$ cat src/rtl/mode_timer_pkg.sv
// Shared types for the mode_timer block: operating modes, FSM states and a
// width helper for parameter-derived vector sizes.
package tmr_pkg;

    typedef enum logic [1:0] {
        MODE_ONESHOT = 2'd0,
        MODE_RELOAD  = 2'd1,
        MODE_FREE_UP = 2'd2
    } tmr_mode_t;

    typedef enum logic [1:0] {
        IDLE = 2'd0,
        RUN  = 2'd1,
        HALT = 2'd2
    } tmr_state_t;

    // Number of bits needed to hold values 0..value (at least one bit).
    function automatic int unsigned tmr_bits(input int unsigned value);
        int unsigned bits;
        bits = 1;
        while ((value >> bits) != 0) begin
            bits = bits + 1;
        end
        return bits;
    endfunction

endpackage

$ cat src/rtl/mode_timer_prescaler.sv
// Prescaler for mode_timer: divides the clock by presc+1 and reports the
// cycle in which the phase counter sits at its terminal value.
module tmr_prescaler #(
    parameter int p_presc_width = 8
) (
    input  logic                     i_clk,
    input  logic                     i_reset,
    input  logic                     i_load,
    input  logic [p_presc_width-1:0] i_presc,
    input  logic                     i_clear,
    input  logic                     i_enable,
    output logic                     o_step
);

    localparam logic [p_presc_width-1:0] ONE = {{(p_presc_width-1){1'b0}}, 1'b1};

    logic [p_presc_width-1:0] p_cnt_q, p_cnt_d;
    logic [p_presc_width-1:0] presc_q, presc_d;

    // o_step is only acted on by the parent while it is counting.
    assign o_step = (p_cnt_q == presc_q);

    always_comb begin
        presc_d = i_load ? i_presc : presc_q;
        p_cnt_d = p_cnt_q;
        if (i_clear) begin
            p_cnt_d = '0;
        end else if (i_enable) begin
            p_cnt_d = o_step ? '0 : p_cnt_q + ONE;
        end
    end

    always_ff @(posedge i_clk or negedge i_reset) begin
        if (!i_reset) begin
            p_cnt_q <= '0;
            presc_q <= '0;
        end else begin
            p_cnt_q <= p_cnt_d;
            presc_q <= presc_d;
        end
    end

endmodule

$ cat src/rtl/mode_timer.sv
// Programmable timer/counter: one-shot, auto-reload and free-running up-count
// with a prescaler, a one-cycle terminal pulse and a sticky event flag.
module mode_timer
    import tmr_pkg::*;
#(
    parameter int p_width       = 16,
    parameter int p_presc_width = 8
) (
    input  logic                     i_clk,
    input  logic                     i_reset,
    input  logic                     i_load,
    input  logic [p_width-1:0]       i_reload,
    input  logic [p_presc_width-1:0] i_presc,
    input  logic [1:0]               i_mode,
    input  logic                     i_start,
    input  logic                     i_stop,
    input  logic                     i_clear_flag,
    output logic [p_width-1:0]       o_count,
    output logic                     o_tick,
    output logic                     o_flag,
    output logic                     o_running
);

    localparam logic [p_width-1:0] ONE = {{(p_width-1){1'b0}}, 1'b1};

    tmr_state_t         state_q, state_d;
    logic [p_width-1:0] count_q, count_d;
    logic [p_width-1:0] reload_q, reload_d;
    logic [1:0]         mode_q, mode_d;
    logic               tick_q, tick_d;
    logic               flag_q, flag_d;
    logic               p_clear, p_enable, step;

    tmr_prescaler #(
        .p_presc_width(p_presc_width)
    ) u_prescaler (
        .i_clk    (i_clk),
        .i_reset  (i_reset),
        .i_load   (i_load),
        .i_presc  (i_presc),
        .i_clear  (p_clear),
        .i_enable (p_enable),
        .o_step   (step)
    );

    // Control priority is load, then stop, then start.
    always_comb begin
        state_d  = state_q;
        count_d  = count_q;
        reload_d = reload_q;
        mode_d   = mode_q;
        tick_d   = 1'b0;
        p_clear  = 1'b0;
        p_enable = 1'b0;

        if (i_load) begin
            reload_d = i_reload;
            mode_d   = i_mode;
            count_d  = i_reload;
            state_d  = IDLE;
            p_clear  = 1'b1;
        end else begin
            case (state_q)
                IDLE: begin
                    if (!i_stop && i_start) begin
                        state_d = RUN;
                        p_clear = 1'b1;
                    end
                end
                RUN: begin
                    if (i_stop) begin
                        state_d = IDLE;
                    end else begin
                        p_enable = 1'b1;
                        if (step) begin
                            case (mode_q)
                                MODE_RELOAD: begin
                                    if (count_q == '0) begin
                                        tick_d  = 1'b1;
                                        count_d = reload_q;
                                    end else begin
                                        count_d = count_q - ONE;
                                    end
                                end
                                MODE_FREE_UP: begin
                                    if (count_q == {p_width{1'b1}}) begin
                                        tick_d  = 1'b1;
                                        count_d = '0;
                                    end else begin
                                        count_d = count_q + ONE;
                                    end
                                end
                                // Reserved mode 3 falls in here as a one-shot.
                                default: begin
                                    if (count_q == '0) begin
                                        tick_d  = 1'b1;
                                        state_d = HALT;
                                    end else begin
                                        count_d = count_q - ONE;
                                    end
                                end
                            endcase
                        end
                    end
                end
                HALT: begin
                    if (!i_stop && i_start) begin
                        count_d = reload_q;
                        state_d = RUN;
                        p_clear = 1'b1;
                    end
                end
                default: state_d = IDLE;
            endcase
        end

        flag_d = tick_d | (flag_q & ~i_clear_flag);
    end

    always_ff @(posedge i_clk or negedge i_reset) begin
        if (!i_reset) begin
            state_q  <= IDLE;
            count_q  <= '0;
            reload_q <= '0;
            mode_q   <= MODE_ONESHOT;
            tick_q   <= 1'b0;
            flag_q   <= 1'b0;
        end else begin
            state_q  <= state_d;
            count_q  <= count_d;
            reload_q <= reload_d;
            mode_q   <= mode_d;
            tick_q   <= tick_d;
            flag_q   <= flag_d;
        end
    end

    assign o_count   = count_q;
    assign o_tick    = tick_q;
    assign o_flag    = flag_q;
    assign o_running = (state_q == RUN);

endmodule

$ cat config.mk
export PLATFORM = sky130hd
export DESIGN_NAME = mode_timer
export DESIGN_NICKNAME = d
export VERILOG_FILES = /design/src/rtl/mode_timer_pkg.sv /design/src/rtl/mode_timer_prescaler.sv /design/src/rtl/mode_timer.sv
export SDC_FILE = /design/constraint.sdc
export NUM_CORES = 1
export LEC_CHECK = 0
export ABC_AREA = 1
export BUFFER_PORTS_ARGS = -buffer_cell sky130_fd_sc_hd__buf_2
export CAP_MARGIN = 20
export CORE_UTILIZATION = 50
export DETAILED_ROUTE_END_ITERATION = 10
export PLACE_DENSITY_LB_ADDON = 0.2
export SLEW_MARGIN = 20
export SYNTH_ARGS = -nofsm -noshare
export SYNTH_HDL_FRONTEND = slang
export SYNTH_SLANG_ARGS = --single-unit
$ cat constraint.sdc
create_clock -name i_clk -period 4.75 [get_ports i_clk]
set_input_delay 1.425 -clock i_clk [delete_from_list [all_inputs] [get_ports i_clk]]
set_output_delay 1.425 -clock i_clk [all_outputs]
set_load 0.01 [all_outputs]
==> flow_summary.json, run 1 <==
{
  "netSwitchingPower_w": 0.000496,
  "dr_total_vias": 3821,
  "leakagePower_nw": 2.29,
  "synth_cell_types": 37,
  "start_kind": "register",
  "die_h_um": 90.4,
  "layout.cells.non_filler": 723,
  "cts_sinks": 54,
  "p_total_w": 0.00126,
  "swShare_pct": 39.3,
  "fmax_ghz": 0.367,
  "p_int_w": 0.000767,
  "overflow": 0,
  "viasPerCell": 5.28,
  "crit_type": "register to register",
  "rows": 31,
  "grt_pass1_wl_um": 17400,
  "period_share_pct": 57.4,
  "finalMaxSlewViolations": 0,
  "gp_congestion": 0.892,
  "htreeDepth": 2,
  "clock_skew_ps": 7.42,
  "dp.cells": 715,
  "synth_area_sq_um": 3900,
  "core_sq_um": 7410,
  "wl_per_cell_um": 14.4,
  "synth.avg_cell_area_sq_um": 6.66,
  "setup_viol": 0,
  "grt_max_degree": 52,
  "cts_tree": "built",
  "rsz0062_at_grt": "false",
  "pre_cts_slack_ps": 1890,
  "finalHoldViolations": 0,
  "start_util_pct": 52.7,
  "layout_setup_ws_ps": 2030,
  "synth_edf_count": 0,
  "maxCapViolCount": 0,
  "ctsHoldBuffers": 0,
  "n_antenna_cell": 0,
  "ant_nets": 0,
  "cp_max_fo": 18,
  "first_iter_violations": 239,
  "grt_usage_pct": 26.6,
  "whs_ps": 508,
  "power_frac_clock_pct": 23.2,
  "max-slew-margin-rel_pct": 55.6,
  "detail_route.wirelength_um": 10400,
  "cts.clk_slew.worst_paths_ps": 100,
  "power_density_nw_per_um2": 297,
  "cts_buffers": 5,
  "clock_latency_ps": 320,
  "ys_async_sr_fraction_pct": 100,
  "syn-num-nets": 624,
  "worstPathRequired_ps": 5010,
  "cts_setup_buffers": 0,
  "final_nets": 661,
  "cts_buffer_depth": 2,
  "worstMarginPinSlew_ps": 666,
  "die_area_sq_um": 8160,
  "cts_resized": 0,
  "crit_arrival_ps": 2990,
  "die_w_um": 90.4,
  "critPathCaptureType": "register",
  "synth-seq-area-share_pct": 34.6,
  "vdd_drop_max_v": 0.000139,
  "drtPass1Iterations": 5,
  "setup_tns_ps": 0,
  "synth-seq-cells": 54,
  "first_global_vias": 3659,
  "drc": 0,
  "numPortBuffers": 50,
  "dominantRegCellSynth": "dfrtp_1",
  "antenna_found_initial": 0,
  "io_pins": 51,
  "status": "completed",
  "drive_gt1_share_pct": 13.5,
  "seqPwrFrac_pct": 46.0,
  "synthCells": 586,
  "place_hpwl_um": 7270,
  "hold_path_class": "register to register",
  "syn2layout_area_growth_pct": 8.88,
  "combinationalPowerShare_pct": 30.9,
  "synth_warnings": 0,
  "cts_root_buffer": "clkbuf_8",
  "min_period_ps": 2720
}
## cell usage in the layout, fill, tap and decap left out, types with 3 or more instances in the layout
| master | n |
|---|---|
| xnor2_1 | 6 |
| nand3_1 | 51 |
| o21ai_0 | 33 |
| inv_2 | 4 |
| ha_1 | 6 |
| nor2_4 | 4 |
| o21ai_1 | 6 |
| o22ai_1 | 3 |
| clkbuf_8 | 6 |
| o31ai_1 | 4 |
| buf_2 | 50 |
| nor3_1 | 4 |
| nand2_2 | 4 |
| xor2_1 | 16 |
| nand4_1 | 8 |
| nor2_1 | 42 |
| dfrtp_1 | 54 |
| inv_1 | 72 |
| nor2_2 | 7 |
| nand2_1 | 193 |
| a21oi_1 | 28 |
## power by group through the flow
stage          registers (W)  logic (W)  clock network [W]
2_1_floorplan       0.000565   0.000297                  0
3_3_place_gp        0.000585   0.000380                  0
4_1_cts             0.000578   0.000387           0.000293
5_1_grt             0.000587   0.000445           0.000313
6_report            0.000580   0.000390           0.000293
3_5_place_dp        0.000587   0.000385                  0
## layout make-up
cell class | instances | area, sq um
well taps | 99 | 124
flip-flops and latches | 54 | 1350
clock inverters | 1 | 8.76
clock buffers | 7 | 86.3
multi-input cells | 432 | 2120
repair buffers | 52 | 265
inverters | 78 | 293
fillers | 755 | 3160
## flip-flops by register name (all words and copies together), names as in the netlist
register,flops
o_count,16
reload_q,16
u_prescaler.p_cnt_q,8
u_prescaler.presc_q,8
mode_q,2
state_q,2
o_flag,1
o_tick,1
## Yosys cell counts (2+ instances only)
master / number / share of area (%)
o22ai_1: 3 / 0.48
nand3b_1: 2 / 0.38
buf_4: 2 / 0.38
o21ai_0: 33 / 4.2
o31ai_1: 4 / 0.77
nand4_1: 8 / 1.3
nor2_4: 4 / 1.2
a32o_1: 2 / 0.51
nand3_1: 51 / 6.5
inv_1: 72 / 6.9
nor2_1: 42 / 4.0
nor2_2: 7 / 1.1
ha_1: 6 / 1.9
nand2_2: 4 / 0.64
o211ai_1: 2 / 0.38
nand2_1: 193 / 19
buf_6: 6 / 1.7
clkinv_1: 2 / 0.19
nor3_1: 4 / 0.51
o21ai_1: 6 / 0.77
inv_2: 4 / 0.38
and3_1: 2 / 0.32
xor2_1: 16 / 3.6
clkbuf_1: 12 / 1.2
dfrtp_1: 54 / 35
a21oi_1: 28 / 3.6
buf_2: 2 / 0.26
xnor2_1: 6 / 1.3
## through the flow
step,instance area (sq um),utilization [%]
floorplan,3900,-
global placement,4160,56.1
detailed placement,4160,56.1
CTS,4250,57.4
global route,4250,57.4
finish,4250,57.4
## final timing paths
check                                       start                     end  slack (ps)  cells after the start
min reg2reg                u_prescaler.presc_q[3]  u_prescaler.presc_q[3]         510                      2
max in group asynchronous                 i_reset            reload_q[11]        2860                      2
min in group asynchronous                 i_reset             reload_q[4]        1060                      1
max                                    state_q[1]              o_count[9]        2030                      9
min                        u_prescaler.presc_q[3]  u_prescaler.presc_q[3]         510                      2
max reg2reg                            state_q[1]              o_count[9]        2030                      9
## metal layers
| metal | up-vias | share of wire, % | GRT usage, % |
|---|---|---|---|
| met1 | 1743 | 46 | 34.9 |
| met5 | - | 0 | 0 |
| met2 | 136 | 46 | 44.2 |
| li1 | 1920 | - | - |
| met3 | 22 | 5.8 | 3.87 |
| met4 | 0 | 2.4 | 10.1 |
## cell families after synthesis
logic type	share of synthesized area (%)
AO/OA/AOI/OAI	12.3
XOR/XNOR	4.94
adder cells (fa/ha/maj)	1.92
flip-flops	34.6
buffers and inverters	11.0
AND/OR/NAND/NOR	35.2
## worst max-delay path, cell delays in order (launching register included)
cell and delay [ps]:
dfrtp_1 420, nand2_1 440, clkinv_1 690, nand2_1 200
nand2_1 130, nand2_1 100, nand2_2 250, o21ai_0 300
inv_1 70, nand2_1 60
Power figures use the tool's default switching activity.
==> run 2, diff against run 1 <==
- clock period: 4.75 -> 2.8 ns (I/O delays scaled with it)
==> flow_summary.json, run 2 (same netlist as run 1, synthesis figures left out) <==
{
  "rows": 31,
  "rsz0062_at_grt": "false",
  "htreeDepth": 2,
  "io_pins": 51,
  "cts_sinks": 54,
  "core_sq_um": 7410,
  "cp_max_fo": 18,
  "dr_total_vias": 3939,
  "layout.cells.non_filler": 733,
  "ant_nets": 0,
  "numPortBuffers": 50,
  "setup_tns_ps": 0,
  "mostFrequentLayoutCells": "193 x nand2_1, 72 x inv_1, 54 x dfrtp_1, 51 x nand3_1, 50 x buf_2",
  "antenna_found_initial": 0,
  "syn2layout_area_growth_pct": 11.5,
  "r2r_start": "o_count[0]",
  "endpoint": "o_count[9]",
  "vdd_drop_max_v": 0.000265,
  "cts_buffer_depth": 2,
  "finalMaxSlewViolations": 0,
  "start_kind": "register",
  "die_w_um": 90.4,
  "die_h_um": 90.4,
  "wl_met3_um": 630,
  "crit_type": "register to register",
  "cp-startpoint": "o_count[0]",
  "critPathCaptureType": "register",
  "whs_ps": 503,
  "max-slew-margin-rel_pct": 61.5,
  "min_period_ps": 2240,
  "clock_skew_ps": 7.45,
  "cts_setup_buffers": 0,
  "overflow": 0,
  "fmax_ghz": 0.446,
  "worstPathRequired_ps": 3070,
  "layout_commonest_cell": "nand2_1",
  "cts_resized": 0,
  "top_layer": "met4",
  "wl_per_cell_um": 15.2,
  "start_util_pct": 52.7,
  "clock_latency_ps": 320,
  "grt_max_degree": 34,
  "reg2reg_to": "o_count[9]",
  "first_iter_violations": 300,
  "cts_root_buffer": "clkbuf_8",
  "pre_cts_slack_ps": 535,
  "grt_pass1_wl_um": 18800,
  "wl_met2_um": 5330,
  "cts.clk_slew.worst_paths_ps": 110,
  "drive_gt1_share_pct": 15.0,
  "cts_tree": "built",
  "wl_met1_um": 4940,
  "setup_viol": 0,
  "status": "completed",
  "crit_arrival_ps": 2510,
  "viasPerCell": 5.37,
  "die_area_sq_um": 8160,
  "worstMarginPinSlew_ps": 577,
  "layout_setup_ws_ps": 557,
  "first_global_vias": 3910,
  "ctsHoldBuffers": 0,
  "rr_worst_depth": 12,
  "place_hpwl_um": 8180,
  "timing.reg2reg.setup_slack_ps": 560,
  "finalHoldViolations": 0,
  "power_density_nw_per_um2": 520,
  "grt_usage_pct": 28.9,
  "detail_route.wirelength_um": 11200,
  "finish.utilization_pct": 58.7,
  "hold_path_class": "input port to async pin",
  "final_nets": 671,
  "gp_congestion": 0.939,
  "period_share_pct": 80.1,
  "maxCapViolCount": 0,
  "n_antenna_cell": 0,
  "dp.cells": 725,
  "leakagePower_nw": 2.35,
  "cts_buffers": 5,
  "drtPass1Iterations": 7,
  "drc": 0
}
-- run 2: cell types whose count changed in the layout (fill, tap and decap cells not counted), sizes merged --
cell    delta
bufinv     +1
clkbuf     -1
buf       +10
-- run 2: final cells by class --
cell class	count	area (sq um)
Fill cell	728	3060
Tap cell	99	124
Inverter	78	293
Multi-Input combinational cell	432	2120
Sequential cell	54	1350
Clock buffer	6	82.6
Timing Repair Buffer	62	340
Clock inverter	2	38.8
-- run 2: metrics by stage --
| step | power [W] | instance area [sq um] |
|---|---|---|
| floorplan | 0.00146 | 3900 |
| global placement | 0.00167 | 4230 |
| detailed placement | 0.00168 | 4230 |
| CTS | 0.00226 | 4350 |
| global route | 0.00239 | 4350 |
| finish | 0.00226 | 4350 |
-- run 2: per-layer routing --
metal  up-vias  GRT usage, %
met5         -             0
met4         0          11.0
met3        25          3.45
met2       148          49.2
met1      1818          37.5
li1       1948             -
-- run 2: power breakdown --
group          total, W  switching [W]  internal, W  leakage, nW
Clock          0.000578       0.000283     0.000295       0.0618
Combinational  0.000708       0.000453     0.000254         1.61
Sequential     0.000975       0.000118     0.000857        0.674
-- run 2: worst min-delay path by stage --
stage	slack [ps]	end
final	500	o_count[2]
after global routing	540	o_count[4]
after CTS	510	u_prescaler.presc_q[1]
after detailed placement	480	u_prescaler.presc_q[1]
after global placement	470	reload_q[1]
after floorplan	450	reload_q[1]
-- run 2: worst max-delay path, stage by stage (launching register included) --
cell and delay (ps):
dfrtp_1 440, inv_1 140, ha_1 170, nand3_1 100, nor2_2 160, nand2_4 190, o21ai_2 170, nand2_2 90
nand2_1 80, nand2_2 260, o21ai_0 250, inv_1 60, nand2_1 60
